===== config.mk =====
export PLATFORM = sky130hd
export DESIGN_NAME = tick_ctrl_flat
export DESIGN_NICKNAME = d
export VERILOG_FILES = /design/src/rtl/tick_ctrl_pkg.sv /design/src/rtl/tick_ctrl_if.sv /design/src/rtl/tick_ctrl_btn_cond.sv /design/src/rtl/tick_ctrl.sv /design/src/flat_wrapper.sv
export SDC_FILE = /design/constraint.sdc
export NUM_CORES = 1
export LEC_CHECK = 0
export CAP_MARGIN = 20
export CORE_MARGIN = 2
export CORE_UTILIZATION = 35
export DETAILED_ROUTE_END_ITERATION = 12
export HOLD_SLACK_MARGIN = 0.08
export PLACE_DENSITY_LB_ADDON = 0.15
export SYNTH_ARGS = -nofsm -noshare
export SYNTH_HDL_FRONTEND = slang
export SYNTH_SLANG_ARGS = --single-unit

===== constraint.sdc =====
create_clock -name CLK_I -period 5.4 [get_ports CLK_I]
set_input_delay 1.08 -clock CLK_I [delete_from_list [all_inputs] [get_ports CLK_I]]
set_output_delay 1.08 -clock CLK_I [all_outputs]
set_load 0.01 [all_outputs]

===== src/rtl/tick_ctrl_pkg.sv =====
// Shared types for the tick_ctrl run-control stage: state encoding seen on STATE_O
// and the BCD all-zero test used by the FSM and strobe gating.
package tick_ctrl_pkg;

    typedef enum logic [1:0] {
        ST_IDLE    = 2'd0,
        ST_RUN     = 2'd1,
        ST_PAUSE   = 2'd2,
        ST_EXPIRED = 2'd3
    } tick_state_e;

    function automatic logic bcd_is_zero(input logic [3:0] d1,
                                         input logic [3:0] d2,
                                         input logic [3:0] d3);
        return (d1 == 4'd0) && (d2 == 4'd0) && (d3 == 4'd0);
    endfunction

endpackage


===== src/rtl/tick_ctrl_if.sv =====
// Link between tick_ctrl and the three-digit BCD seconds down-counter.
interface tick_ctrl_if;
    logic [3:0] TIM_1;
    logic [3:0] TIM_2;
    logic [3:0] TIM_3;
    logic       pulse_1sec;
    logic       TIMEOUT;

    modport master (input TIM_1, TIM_2, TIM_3, output pulse_1sec, TIMEOUT);
    modport slave  (output TIM_1, TIM_2, TIM_3, input pulse_1sec, TIMEOUT);
endinterface


===== src/rtl/tick_ctrl_btn_cond.sv =====
// Button conditioner: two-flop synchronizer, debounce counter and a one-cycle
// rising-edge event on the accepted level.
module btn_cond #(
    parameter int unsigned DEBOUNCE_CYCLES = 500_000
) (
    input  logic clk,
    input  logic rst,
    input  logic btn,
    output logic rise
);
    localparam int unsigned CW = (DEBOUNCE_CYCLES > 1) ? $clog2(DEBOUNCE_CYCLES) : 1;
    localparam logic [CW-1:0] CNT_MAX = CW'(DEBOUNCE_CYCLES - 1);

    logic          sync1;
    logic          sync2;
    logic          level;
    logic          level_d;
    logic [CW-1:0] cnt;

    // cnt tracks how many consecutive samples have disagreed with the accepted level
    always_ff @(posedge clk) begin
        if (rst) begin
            sync1   <= 1'b0;
            sync2   <= 1'b0;
            level   <= 1'b0;
            level_d <= 1'b0;
            cnt     <= '0;
        end else begin
            sync1   <= btn;
            sync2   <= sync1;
            level_d <= level;
            if (sync2 == level) begin
                cnt <= '0;
            end else if (cnt == CNT_MAX) begin
                level <= sync2;
                cnt   <= '0;
            end else begin
                cnt <= cnt + 1'b1;
            end
        end
    end

    assign rise = level & ~level_d;

endmodule


===== src/rtl/tick_ctrl.sv =====
// Run-control for the BCD seconds down-counter: 1 s strobe, IDLE/RUN/PAUSE/EXPIRED FSM.
// Optional blinking alarm output when TICK_CTRL_ALARM_EN is defined.
module tick_ctrl
    import tick_ctrl_pkg::*;
#(
    parameter int unsigned TICK_DIV        = 50_000_000,
    parameter int unsigned DEBOUNCE_CYCLES = 500_000
) (
    input  logic              CLK_I,
    input  logic              SW_RESET_I,
    input  logic              START_I,
    input  logic              PAUSE_I,
    tick_ctrl_if.master       cnt,
    output logic [1:0]        STATE_O,
    output logic              ALARM_O
);
    localparam int unsigned PW = $clog2(TICK_DIV);
    localparam logic [PW-1:0] PRESC_MAX = PW'(TICK_DIV - 1);

    tick_state_e   state;
    tick_state_e   state_nxt;
    logic          start_ev;
    logic          pause_ev;
    logic          zero;
    logic          presc_clr;
    logic [PW-1:0] presc;
    logic          pulse_q;
    logic          timeout;

    btn_cond #(.DEBOUNCE_CYCLES(DEBOUNCE_CYCLES)) u_start (
        .clk  (CLK_I),
        .rst  (SW_RESET_I),
        .btn  (START_I),
        .rise (start_ev)
    );

    btn_cond #(.DEBOUNCE_CYCLES(DEBOUNCE_CYCLES)) u_pause (
        .clk  (CLK_I),
        .rst  (SW_RESET_I),
        .btn  (PAUSE_I),
        .rise (pause_ev)
    );

    assign zero = bcd_is_zero(cnt.TIM_1, cnt.TIM_2, cnt.TIM_3);

    always_ff @(posedge CLK_I) begin
        if (SW_RESET_I) state <= ST_IDLE;
        else            state <= state_nxt;
    end

    always_comb begin
        state_nxt = state;
        presc_clr = 1'b0;
        case (state)
            ST_IDLE: begin
                if (start_ev) begin
                    presc_clr = 1'b1;
                    state_nxt = zero ? ST_EXPIRED : ST_RUN;
                end
            end
            ST_RUN: begin
                if (zero)          state_nxt = ST_EXPIRED;
                else if (pause_ev) state_nxt = ST_PAUSE;
            end
            ST_PAUSE: begin
                if (start_ev) state_nxt = ST_RUN;
            end
            ST_EXPIRED: state_nxt = ST_EXPIRED;
        endcase
    end

    always_ff @(posedge CLK_I) begin
        if (SW_RESET_I) begin
            presc   <= '0;
            pulse_q <= 1'b0;
        end else begin
            pulse_q <= 1'b0;
            if (presc_clr) begin
                presc <= '0;
            end else if (state == ST_RUN) begin
                if (presc == PRESC_MAX) begin
                    presc   <= '0;
                    pulse_q <= ~zero;
                end else begin
                    presc <= presc + 1'b1;
                end
            end
        end
    end

    // Gate the registered strobe with the live count so 000 can never be decremented.
    assign cnt.pulse_1sec = pulse_q & ~zero;

    assign timeout     = (state == ST_EXPIRED);
    assign cnt.TIMEOUT = timeout;
    assign STATE_O     = state;

`ifdef TICK_CTRL_ALARM_EN
    localparam int unsigned HALF = TICK_DIV / 2;
    localparam int unsigned BW   = (HALF > 1) ? $clog2(HALF) : 1;
    localparam logic [BW-1:0] BLINK_MAX = BW'(HALF - 1);

    logic [BW-1:0] blink_cnt;
    logic          alarm_q;

    always_ff @(posedge CLK_I) begin
        if (SW_RESET_I) begin
            blink_cnt <= '0;
            alarm_q   <= 1'b0;
        end else if (state_nxt == ST_EXPIRED && state != ST_EXPIRED) begin
            blink_cnt <= '0;
            alarm_q   <= 1'b1;
        end else if (state == ST_EXPIRED) begin
            if (blink_cnt == BLINK_MAX) begin
                blink_cnt <= '0;
                alarm_q   <= ~alarm_q;
            end else begin
                blink_cnt <= blink_cnt + 1'b1;
            end
        end
    end

    assign ALARM_O = alarm_q;
`else
    assign ALARM_O = timeout;
`endif

endmodule


===== src/flat_wrapper.sv =====
// flat-port wrapper written by rule: the top's interface ports become plain ports
module tick_ctrl_flat import tick_ctrl_pkg::*;
#(
    parameter int unsigned TICK_DIV        = 50_000_000,
    parameter int unsigned DEBOUNCE_CYCLES = 500_000
)
  (CLK_I, SW_RESET_I, START_I, PAUSE_I, STATE_O, ALARM_O, cnt_TIM_1, cnt_TIM_2, cnt_TIM_3, cnt_pulse_1sec, cnt_TIMEOUT);
  tick_ctrl_if cnt_i ();
  input  logic CLK_I;
  input  logic SW_RESET_I;
  input  logic START_I;
  input  logic PAUSE_I;
  output logic [1:0] STATE_O;
  output logic ALARM_O;
  input wire logic [$bits(cnt_i.TIM_1)-1:0] cnt_TIM_1;
  input wire logic [$bits(cnt_i.TIM_2)-1:0] cnt_TIM_2;
  input wire logic [$bits(cnt_i.TIM_3)-1:0] cnt_TIM_3;
  output wire logic [$bits(cnt_i.pulse_1sec)-1:0] cnt_pulse_1sec;
  output wire logic [$bits(cnt_i.TIMEOUT)-1:0] cnt_TIMEOUT;
  assign cnt_i.TIM_1 = cnt_TIM_1;
  assign cnt_i.TIM_2 = cnt_TIM_2;
  assign cnt_i.TIM_3 = cnt_TIM_3;
  assign cnt_pulse_1sec = cnt_i.pulse_1sec;
  assign cnt_TIMEOUT = cnt_i.TIMEOUT;
  tick_ctrl #(.TICK_DIV(TICK_DIV), .DEBOUNCE_CYCLES(DEBOUNCE_CYCLES)) u_core (.CLK_I(CLK_I), .SW_RESET_I(SW_RESET_I), .START_I(START_I), .PAUSE_I(PAUSE_I), .cnt(cnt_i), .STATE_O(STATE_O), .ALARM_O(ALARM_O));
endmodule

==> impl_results.html <==
<table>
<tr><th>Metric</th><th>Value</th></tr>
<tr><th colspan="2">Route</th></tr>
<tr><td>Wire length per cell</td><td>between 10 and 15 um</td></tr>
<tr><td>First-pass iteration count of the detailed router</td><td>4</td></tr>
<tr><td>Total detailed-routing wirelength</td><td>7500 um</td></tr>
<tr><td>DRC violation count after routing</td><td>0</td></tr>
<tr><td>1st-iter DRT viols</td><td>roughly 140</td></tr>
<tr><td>Number of nets with antenna violations after routing</td><td>0</td></tr>
<tr><td>Routed via count</td><td>roughly 3,000</td></tr>
<tr><td>Post-DR vias/cell</td><td>around 5.3</td></tr>
<tr><th colspan="2">Clocking</th></tr>
<tr><td>TritonCTS clock tree</td><td>built</td></tr>
<tr><td>Cell chosen for the clock root</td><td>clkbuf_8</td></tr>
<tr><td>Post-CTS setup buffer count</td><td>0</td></tr>
<tr><td>Quantity of hold-fixing buffers added after cts</td><td>0</td></tr>
<tr><td>Clock latency at the later pin of the worst-skew pair</td><td>roughly 0.35 ns</td></tr>
<tr><td>H-tree depth</td><td>3</td></tr>
<tr><td>Clock input transition at the sequential cells of the worst setup and hold paths</td><td>0.09 ns</td></tr>
<tr><td>Clock net sink count</td><td>75</td></tr>
<tr><td>CTS max path bufs</td><td>2</td></tr>
<tr><td>Clock buffers created by TritonCTS</td><td>9</td></tr>
<tr><td>Cells resized by post-CTS repair</td><td>0</td></tr>
<tr><th colspan="2">Placement</th></tr>
<tr><td>I/O Buffers</td><td>20</td></tr>
<tr><td>Final weighted congestion in routability-driven placement</td><td>roughly 0.84</td></tr>
<tr><td>Placed wire-length estimate</td><td>5270 um</td></tr>
<tr><th colspan="2">GRT</th></tr>
<tr><td>Total overflow reported by the global router</td><td>0</td></tr>
<tr><td>First-pass GRT wire length</td><td>around 13,000 um</td></tr>
<tr><td>GRT Util Overall</td><td>0.145</td></tr>
<tr><td>Largest net degree at the start of global routing</td><td>29</td></tr>
<tr><td>Antenna violations before repair</td><td>0</td></tr>
<tr><td>Number of global-route vias before repair</td><td>about 2,900</td></tr>
<tr><th colspan="2">STA</th></tr>
<tr><td>Fin. max-slew vios</td><td>0</td></tr>
<tr><td>Setup violators final</td><td>0</td></tr>
<tr><td>Slew headroom</td><td>0.462</td></tr>
<tr><td>Final Hold Fails</td><td>0</td></tr>
<tr><td>Slew of the pin with the lowest slew margin</td><td>a little over 0.8 ns</td></tr>
<tr><td>Maximum clock skew at final layout</td><td>~0.0083 ns</td></tr>
<tr><td>Peak Freq</td><td>between 200 and 300 MHz</td></tr>
<tr><td>Post-route fraction of the period consumed by the critical path</td><td>0.735</td></tr>
<tr><td>Post-route minimum period</td><td>3.97 ns</td></tr>
<tr><td>Worst Hold Slack</td><td>between 0.4 and 0.5 ns</td></tr>
<tr><td>Unrepaired setup endpoints after global routing</td><td>no</td></tr>
<tr><td>Setup tns final</td><td>0 ns</td></tr>
<tr><th colspan="2">Yosys</th></tr>
<tr><td>Post-synthesis register bit count</td><td>75</td></tr>
<tr><td>Number of flops mapped to enable cells by yosys</td><td>0</td></tr>
<tr><td>Distinct cells, synth</td><td>slightly below 50</td></tr>
<tr><td>Asr flop ratio synth</td><td>0</td></tr>
<tr><td>Leading register cell type out of synthesis</td><td>dfxtp_1</td></tr>
<tr><td>Syn nets</td><td>431</td></tr>
<tr><td>Top cell types by occurrence after synthesis</td><td>dfxtp_1 (75), nor2_1 (36), nand2_1 (35)</td></tr>
<tr><td>Gate Count Post-Synth</td><td>412</td></tr>
<tr><td>Largest area contributor in the synthesized netlist</td><td>dfxtp_1</td></tr>
<tr><td>Fraction of synthesized cell area taken by the top area cell type</td><td>0.421</td></tr>
<tr><td>Fraction of the yosys area taken by sequential cells</td><td>0.421</td></tr>
<tr><td>Synthesized area</td><td>around 0.0036 mm2</td></tr>
<tr><td>Area contributors post-synth</td><td>dfxtp_1 (42%), xnor2_1 (5.7%), nor2_1 (3.8%)</td></tr>
<tr><td>Ys Warns</td><td>0</td></tr>
<tr><td>Cell with the most instances after synthesis</td><td>dfxtp_1</td></tr>
<tr><td>Mean cell area of the mapped netlist</td><td>8.65 um2</td></tr>
<tr><th colspan="2">Finish</th></tr>
<tr><td>Area grow syn2layout</td><td>13.9%</td></tr>
<tr><td>Share of layout cells above drive strength 1</td><td>0.0734</td></tr>
<tr><td>Net count, final</td><td>450</td></tr>
<tr><td>Antenna diode count</td><td>0</td></tr>
<tr><td>Combined area of the multi-input logic cells</td><td>~0.0020 mm2</td></tr>
<tr><td>Fill cell instance count of the final layout</td><td>roughly 1,100</td></tr>
<tr><td>Combined flip-flop and latch cell area</td><td>0.00150 mm2</td></tr>
<tr><th colspan="2">Floorplanning</th></tr>
<tr><td>Std-Cell Rows</td><td>36</td></tr>
<tr><td>Area of the core</td><td>~0.0098 mm2</td></tr>
<tr><td>Die area</td><td>between 0.01 and 0.015 mm2</td></tr>
<tr><td>Die H</td><td>about 100 um</td></tr>
<tr><td>Die Wd</td><td>approximately 100 um</td></tr>
<tr><td>Effective utilization at floorplan</td><td>0.363</td></tr>
<tr><td>Total I/O pin count</td><td>21</td></tr>
<tr><th colspan="2">Min path</th></tr>
<tr><td>Worst hold path type</td><td>register to register</td></tr>
<tr><th colspan="2">Outcome</th></tr>
<tr><td>Status</td><td>complete, no violations</td></tr>
<tr><th colspan="2">Setup path</th></tr>
<tr><td>Launching element type of the critical path</td><td>input pin</td></tr>
<tr><td>Classification of the worst setup path</td><td>input pin to output port</td></tr>
<tr><td>Worst path required time</td><td>~4.3 ns</td></tr>
<tr><td>Signal arrival time at the worst endpoint</td><td>roughly 2.9 ns</td></tr>
<tr><td>Biggest fanout along the worst timing path</td><td>3</td></tr>
<tr><td>Critical Path Sink Type</td><td>output port</td></tr>
<tr><th colspan="2">Run</th></tr>
<tr><td>Total of max-cap violations</td><td>0</td></tr>
<tr><th colspan="2">Power</th></tr>
<tr><td>Largest voltage drop on the vdd net</td><td>0.181 mV</td></tr>
<tr><td>P per Cell Area</td><td>~240 mW/mm2</td></tr>
<tr><td>Static power due to leakage</td><td>between 1 and 1.5 nW</td></tr>
</table>
-- worst paths after layout --
kind,from,end,depth (start not counted),slack [ns]
worst max-delay path,cnt_TIM_1[1],cnt_pulse_1sec,5,1.43
worst min-delay path,u_core.u_pause.sync1,u_core.u_pause.sync2,1,0.44
worst max register to register,u_core.STATE_O[0],u_core.pulse_q,4,2.91
worst min register to register,u_core.u_pause.sync1,u_core.u_pause.sync2,1,0.44
-- placed cells by master (no fill, tap or decap), types with 11 or more instances in the layout --
master and n:
or3_1 19, nor2_1 36, xor2_1 13, nand3_1 19
nand2_1 35, dfxtp_1 75, nand4_1 14, xnor2_1 23
inv_1 11, nor3_1 17, a21oi_1 17, clkdlybuf4s50_1 20
nor4_1 16, o31ai_1 12, or4_1 14
-- cells by family (layout without fill, tap and decap cells) --
kind of cell,after synthesis,after routing,share of synthesized area
fa+ha+maj,3,3,0.0105
compound gates,61,61,0.112
buf+inv,26,50,0.0316
mux,2,2,0.00597
flops,75,75,0.421
xor+xnor,36,36,0.0885
simple gates,209,209,0.330
-- metal layers --
layer | share of wire | up-vias | wire (um) | track usage
li1 | - | 1550 | - | -
met1 | 0.49 | 1423 | 3640 | 0.187
met2 | 0.47 | 56 | 3560 | 0.232
met3 | 0.032 | 4 | 242 | 0.0399
met4 | 0.0080 | 0 | 60 | 0.0552
met5 | 0 | - | 0 | 0
-- state kept, by name (all words and copies together), names as in the netlist --
register                cells
u_core.STATE_O              2
u_core.u_start.level_d      1
u_core.u_pause.cnt         19
u_core.u_pause.sync1        1
u_core.u_pause.level_d      1
u_core.u_pause.level        1
u_core.presc               26
u_core.u_start.level        1
u_core.u_start.sync1        1
u_core.u_start.cnt         19
u_core.u_start.sync2        1
u_core.pulse_q              1
u_core.u_pause.sync2        1
-- worst max-delay path, cell delays in order --
cell and delay (ns):
clkdlybuf4s50_1 0.40, nor4_1 0.46, nand3_1 0.23, and2_1 0.24, clkdlybuf4s50_1 0.48
-- cell type report --
type,instances,area share
Clock buffer,9,0.0305
Clock inverter,7,0.0126
Inverter,11,0.0102
Multi-Input combinational cell,311,0.481
Sequential cell,75,0.370
Tap cell,133,0.0410
Timing Repair Buffer,23,0.0549
-- power breakdown --
group | switching (mW) | internal [mW] | total [mW] | leakage (nW)
Sequential | 0.000937 | 0.554 | 0.555 | 0.605
Combinational | 0.00977 | 0.0131 | 0.0228 | 0.468
Clock | 0.224 | 0.170 | 0.394 | 0.0913
Total | 0.234 | 0.737 | 0.972 | 1.16
-- through the flow --
| step | std cells | total power [mW] | instance area, um2 | setup slack [ns] | util |
|---|---|---|---|---|---|
| global route | 569 | 1.01 | 4060 | 1.32 | 0.413 |
| finish | 569 | 0.972 | 4060 | 1.43 | 0.413 |
| CTS | 569 | 0.993 | 4060 | 1.43 | 0.413 |
| detailed placement | 553 | 0.592 | 3880 | 1.44 | 0.396 |
| floorplan | 412 | 0.577 | 3560 | 2.50 | - |
| global placement | 553 | 0.591 | 3880 | 1.46 | 0.396 |
Note: power is estimated with default switching activity, not from simulation.
